**src/rtl/macc_job_scheduler.sv**
```systemverilog
// Two-requester job scheduler in front of a keyed MAC: serial key load, round-robin
// grant, start/ready handshake, done/timeout reporting and a saturating error count.
module macc_job_scheduler #(
    parameter int unsigned KEY_W   = 4,
    parameter int unsigned TIMEOUT = 64
) (
    input  logic             ap_clk,
    input  logic             ap_rst_n,
    input  logic             key_load,
    input  logic             key_bit,
    output logic             key_valid,
    output logic [KEY_W-1:0] working_key,
    input  logic [1:0]       req_start,
    output logic [1:0]       req_grant,
    output logic [1:0]       req_done,
    output logic [1:0]       req_err,
    output logic             mac_sel,
    output logic             mac_start,
    input  logic             mac_ready,
    input  logic             mac_done,
    output logic             busy,
    output logic [7:0]       err_cnt
);

    localparam int unsigned WdW  = $clog2(TIMEOUT);
    localparam int unsigned CntW = $clog2(KEY_W + 1);

    typedef enum logic [2:0] {
        StNoKey,
        StIdle,
        StIssue,
        StWait,
        StDone
    } state_e;

    state_e          state;
    logic [CntW-1:0] key_cnt;
    logic [WdW-1:0]  wdog;
    logic [1:0]      pending;
    logic            last_grant;

    logic            arb_sel;
    logic [1:0]      sel_onehot;
    logic            wd_expired;
    logic            timeout_now;
    logic [1:0]      pend_clr;

    always_comb begin
        arb_sel     = 1'b0;
        sel_onehot  = mac_sel ? 2'b10 : 2'b01;
        wd_expired  = (wdog == WdW'(TIMEOUT - 1));
        timeout_now = 1'b0;
        pend_clr    = 2'b00;

        // Both pending: the requester that was not granted last time wins.
        if (pending == 2'b11) begin
            arb_sel = ~last_grant;
        end else begin
            arb_sel = pending[1];
        end

        // A completion seen on the expiry cycle takes precedence over the timeout.
        if (state == StIssue) begin
            timeout_now = wd_expired && !(mac_ready && mac_done);
        end else if (state == StWait) begin
            timeout_now = wd_expired && !mac_done;
        end

        if (state == StDone || timeout_now) begin
            pend_clr = sel_onehot;
        end
    end

    assign mac_start = (state == StIssue);
    assign busy      = (state == StIssue) || (state == StWait) || (state == StDone);

    always_ff @(posedge ap_clk) begin
        if (!ap_rst_n) begin
            state       <= StNoKey;
            key_cnt     <= '0;
            key_valid   <= 1'b0;
            working_key <= '0;
            wdog        <= '0;
            pending     <= 2'b00;
            last_grant  <= 1'b1;
            mac_sel     <= 1'b0;
            req_grant   <= 2'b00;
            req_done    <= 2'b00;
            req_err     <= 2'b00;
            err_cnt     <= 8'd0;
        end else begin
            req_grant <= 2'b00;
            req_done  <= 2'b00;
            req_err   <= 2'b00;
            // Set wins over clear so a request in the completion cycle is kept.
            pending   <= (pending & ~pend_clr) | req_start;

            unique case (state)
                StNoKey: begin
                    if (key_load) begin
                        working_key <= {working_key[KEY_W-2:0], key_bit};
                        if (key_cnt == CntW'(KEY_W - 1)) begin
                            key_cnt   <= '0;
                            key_valid <= 1'b1;
                            state     <= StIdle;
                        end else begin
                            key_cnt <= key_cnt + CntW'(1);
                        end
                    end
                end
                StIdle: begin
                    if (key_load) begin
                        key_valid   <= 1'b0;
                        working_key <= {working_key[KEY_W-2:0], key_bit};
                        key_cnt     <= CntW'(1);
                        state       <= StNoKey;
                    end else if (pending != 2'b00) begin
                        req_grant  <= arb_sel ? 2'b10 : 2'b01;
                        mac_sel    <= arb_sel;
                        last_grant <= arb_sel;
                        wdog       <= '0;
                        state      <= StIssue;
                    end
                end
                StIssue: begin
                    wdog <= wdog + WdW'(1);
                    if (mac_ready && mac_done) begin
                        req_done <= sel_onehot;
                        state    <= StDone;
                    end else if (mac_ready) begin
                        state <= StWait;
                    end
                end
                StWait: begin
                    wdog <= wdog + WdW'(1);
                    if (mac_done) begin
                        req_done <= sel_onehot;
                        state    <= StDone;
                    end
                end
                StDone: begin
                    state <= StIdle;
                end
                default: begin
                    state <= StNoKey;
                end
            endcase

            // A stuck MAC usually means a bad key, so drop it and force a rekey.
            if (timeout_now) begin
                req_err     <= sel_onehot;
                key_valid   <= 1'b0;
                working_key <= '0;
                key_cnt     <= '0;
                state       <= StNoKey;
                if (err_cnt != 8'hFF) begin
                    err_cnt <= err_cnt + 8'd1;
                end
            end
        end
    end

endmodule

```
**config.mk**
```make
export PLATFORM = sky130hd
export DESIGN_NAME = macc_job_scheduler
export DESIGN_NICKNAME = d
export VERILOG_FILES = /design/src/rtl/macc_job_scheduler.sv
export SDC_FILE = /design/constraint.sdc
export NUM_CORES = 1
export LEC_CHECK = 0
export ABC_AREA = 1
export BUFFER_PORTS_ARGS = -buffer_cell sky130_fd_sc_hd__buf_2
export CORE_MARGIN = 3
export CORE_UTILIZATION = 36
export CTS_CLUSTER_DIAMETER = 100
export CTS_CLUSTER_SIZE = 16
export DETAILED_ROUTE_END_ITERATION = 12
export PLACE_DENSITY_LB_ADDON = 0.12
export SYNTH_ARGS = -nofsm -noshare
export SYNTH_HDL_FRONTEND = slang
export SYNTH_SLANG_ARGS = --single-unit
```
**constraint.sdc**
```tcl
create_clock -name ap_clk -period 1.7 [get_ports ap_clk]
set_input_delay 0.085 -clock ap_clk [delete_from_list [all_inputs] [get_ports ap_clk]]
set_output_delay 0.085 -clock ap_clk [all_outputs]
set_load 0.05 [all_outputs]
```
==> impl_metrics.env <==
export IMPL_cts_htree_levels=2
export IMPL_track_usage_pct=14.1
export IMPL_dr_pass1_iters=4
export IMPL_postSynth_asyncResetShare_pct=0
export IMPL_wl_per_cell_microns=11.3
export IMPL_detail_route_iter0_violations=68
export IMPL_die_area_sq_mm=0.00553
export IMPL_required_ns=1.89
export IMPL_final_area_sq_mm=0.00197
export IMPL_synth_edf_count=0
export IMPL_die_width_microns=74.4
export IMPL_min_period_ns=1.49
export IMPL_drv_cap=0
export IMPL_finalCritPeriodShare_pct=87.5
export IMPL_ctsResizeCount=0
export IMPL_antennaDiodeCount=0
export IMPL_maxSlewHeadroom_pct=74.7
export IMPL_clkSlewWorstSetupHoldPaths_ns=0.08
export IMPL_grt_pass1_wl_mm=6.00
export IMPL_grt_ovfl_total=0
export IMPL_areaGrowthSynthToFinish_pct=17.0
export IMPL_crit_fanout=10
export IMPL_cts_tree="yes"
export IMPL_wirelength_mm=3.47
export IMPL_worstMarginPinSlew_ns=0.377
export IMPL_syn_area_per_cell_sq_um=7.65
export IMPL_end_kind="flip-flop"
export IMPL_syn_nets=231
export IMPL_stdcell_count=307
export IMPL_grt_pass1_vias=1340
export IMPL_ys_seq_elements=35
export IMPL_gp_congestion=0.744
export IMPL_hold_viol=0
export IMPL_critPathKind="reg -> reg"
export IMPL_hold_path_class="in -> reg"
export IMPL_status="complete, no violations"
export IMPL_fin_setup_tns_ns=0
export IMPL_postRouteAntennaNets=0
export IMPL_vdd_drop_max_v=0.000342
export IMPL_rsz0062_at_grt="no"
export IMPL_port_buffers=29
export IMPL_cts_hold_fix_buffers=0
export IMPL_drive_above_1_share_pct=27.5
export IMPL_numCtsBuffers=5
export IMPL_clockRootBuffer="clkbuf_8"
export IMPL_worstPathArrival_ns=1.67
export IMPL_start_kind="flip-flop"
export IMPL_dp_cells=299
export IMPL_skew_ns=0.00872
export IMPL_yosysWarnings=0
export IMPL_min_delay_start="req_start[1]"
export IMPL_clk_latency_ns=0.29
export IMPL_timing_fmax_mhz=672
export IMPL_vias=1455
export IMPL_antenna_found_initial=0
export IMPL_drv_slew=0
export IMPL_rr_startpoint="wdog[0]$_SDFFE_PN0P_"
export IMPL_dp_hpwl_mm=2.54
export IMPL_grt_max_degree=14
export IMPL_setup_violations=0
export IMPL_ys_seq_area_share_pct=41.6
export IMPL_viasPerCell=4.74
export IMPL_power_density_mw_per_mm2=969
export IMPL_die_y_microns=74.4
export IMPL_num_rows=24
export IMPL_cts_sinks=35
export IMPL_coreArea_sq_mm=0.00444
export IMPL_p_leak_uw=0.000874
export IMPL_drc_errors=0
export IMPL_start_util_pct=37.9
export IMPL_placed_cell_area_sq_mm=0.00188
export IMPL_postLayoutCoreUtil_pct=44.3
export IMPL_worstSetupStartpoint="wdog[0]$_SDFFE_PN0P_"
export IMPL_ys_flop_type="dfxtp_1"
export IMPL_post_cts_buffers=0
export IMPL_r2r_setup_slack_ns=0.21
export IMPL_clockBufferDepth=2
export IMPL_pin_count=30
export IMPL_syn_area_sq_mm=0.00168
export IMPL_fin_nets=265
export IMPL_netlist_instances=220
export IMPL_ys_types=31
## layout by cell type, fill, tap and decap left out, drive strengths merged
cell and n:
nand4 1, buf 30, xnor2 1, inv 22, nor3 7, nand3 18
xor2 4, a21oi 27, clkinv 3, clkinvlp 1, o21ai 4, nand3b 1
o211ai 2, a21boi 1, a31o 1, nor4 1, clkbuf 6, ha 3
nand2 62, dfxtp 35, nor2 25
## flip-flops by register name, summed over array words and instances, names as in the netlist
register and flops:
err_cnt 8, key_cnt 3, wdog 6, key_valid 1, working_key 4, pending 2
req_done 2, mac_sel 1, state 3, last_grant 1, req_grant 2, req_err 2
## final timing paths
path                                   to  depth (start not counted)
hold / removal      pending[1]$_SDFF_PN0_                          3
hold reg to reg   last_grant$_SDFFE_PN1P_                          2
setup / recovery    state[0]$_SDFFE_PP0P_                          8
setup reg to reg    state[0]$_SDFFE_PP0P_                          8
## kinds of logic after synthesis
logic type / share of synthesized area [%]
adder cells (fa/ha/maj): 2.23
AND/OR/NAND/NOR: 33.9
XOR/XNOR: 2.60
AO/OA/AOI/OAI: 12.4
buffers and inverters: 7.21
flip-flops: 41.6
## metal layers
layer / wire [microns] / vias up / global-route usage, %
met5: 0 / - / 0
met4: 81 / 0 / 7.11
met3: 127 / 7 / 3.92
met2: 1520 / 27 / 20.4
met1: 1740 / 640 / 19.3
li1: - / 781 / -
## cell usage after synthesis (2+ instances only)
| cell type | count | area share (%) |
|---|---|---|
| a21oi_1 | 22 | 6.5 |
| a21oi_2 | 5 | 2.6 |
| buf_2 | 2 | 0.59 |
| dfxtp_1 | 35 | 42 |
| ha_1 | 3 | 2.2 |
| inv_1 | 16 | 3.6 |
| inv_2 | 5 | 1.1 |
| nand2_1 | 54 | 12 |
| nand2_2 | 3 | 1.1 |
| nand2_4 | 5 | 3.3 |
| nand3_1 | 18 | 5.4 |
| nor2_1 | 20 | 4.5 |
| nor2_2 | 3 | 1.1 |
| nor2_4 | 2 | 1.3 |
| nor3_1 | 5 | 1.5 |
| o211ai_1 | 2 | 0.89 |
| o21ai_0 | 3 | 0.89 |
| xor2_1 | 4 | 2.1 |
## power by group
part | total [uW] | internal, uW | switching, uW
clock network | 596 | 286 | 310
registers | 913 | 865 | 47.5
logic | 399 | 119 | 279
total | 1910 | 1270 | 637
## metrics by stage
step | total power, uW | setup slack (ns) | hold WS [ns]
floorplan | 1260 | 0.110 | 0.219
global placement | 1340 | 0.275 | 0.338
detailed placement | 1330 | 0.231 | 0.336
CTS | 1940 | 0.220 | 0.0161
global route | 2010 | 0.0871 | 0.0312
finish | 1910 | 0.213 | 0.0244
## worst max-delay path, cell delays in order, from the launching register on
cell and delay, ns:
dfxtp_1 0.41, ha_1 0.23, nand2_1 0.10, nor3_2 0.15, nand2_2 0.12, nand2_2 0.20, inv_2 0.05, nand2_1 0.08
nor2_2 0.03
## cell type report
type,instances,area (sq um)
timing repair buffer,30,153
sequential,35,703
fill,475,2470
tap,52,65.1
multi-input combinational,158,863
clock inverter,2,12.5
inverter,24,100
clock buffer,6,72.6
No activity file was read; power rests on OpenSTA's default activity.
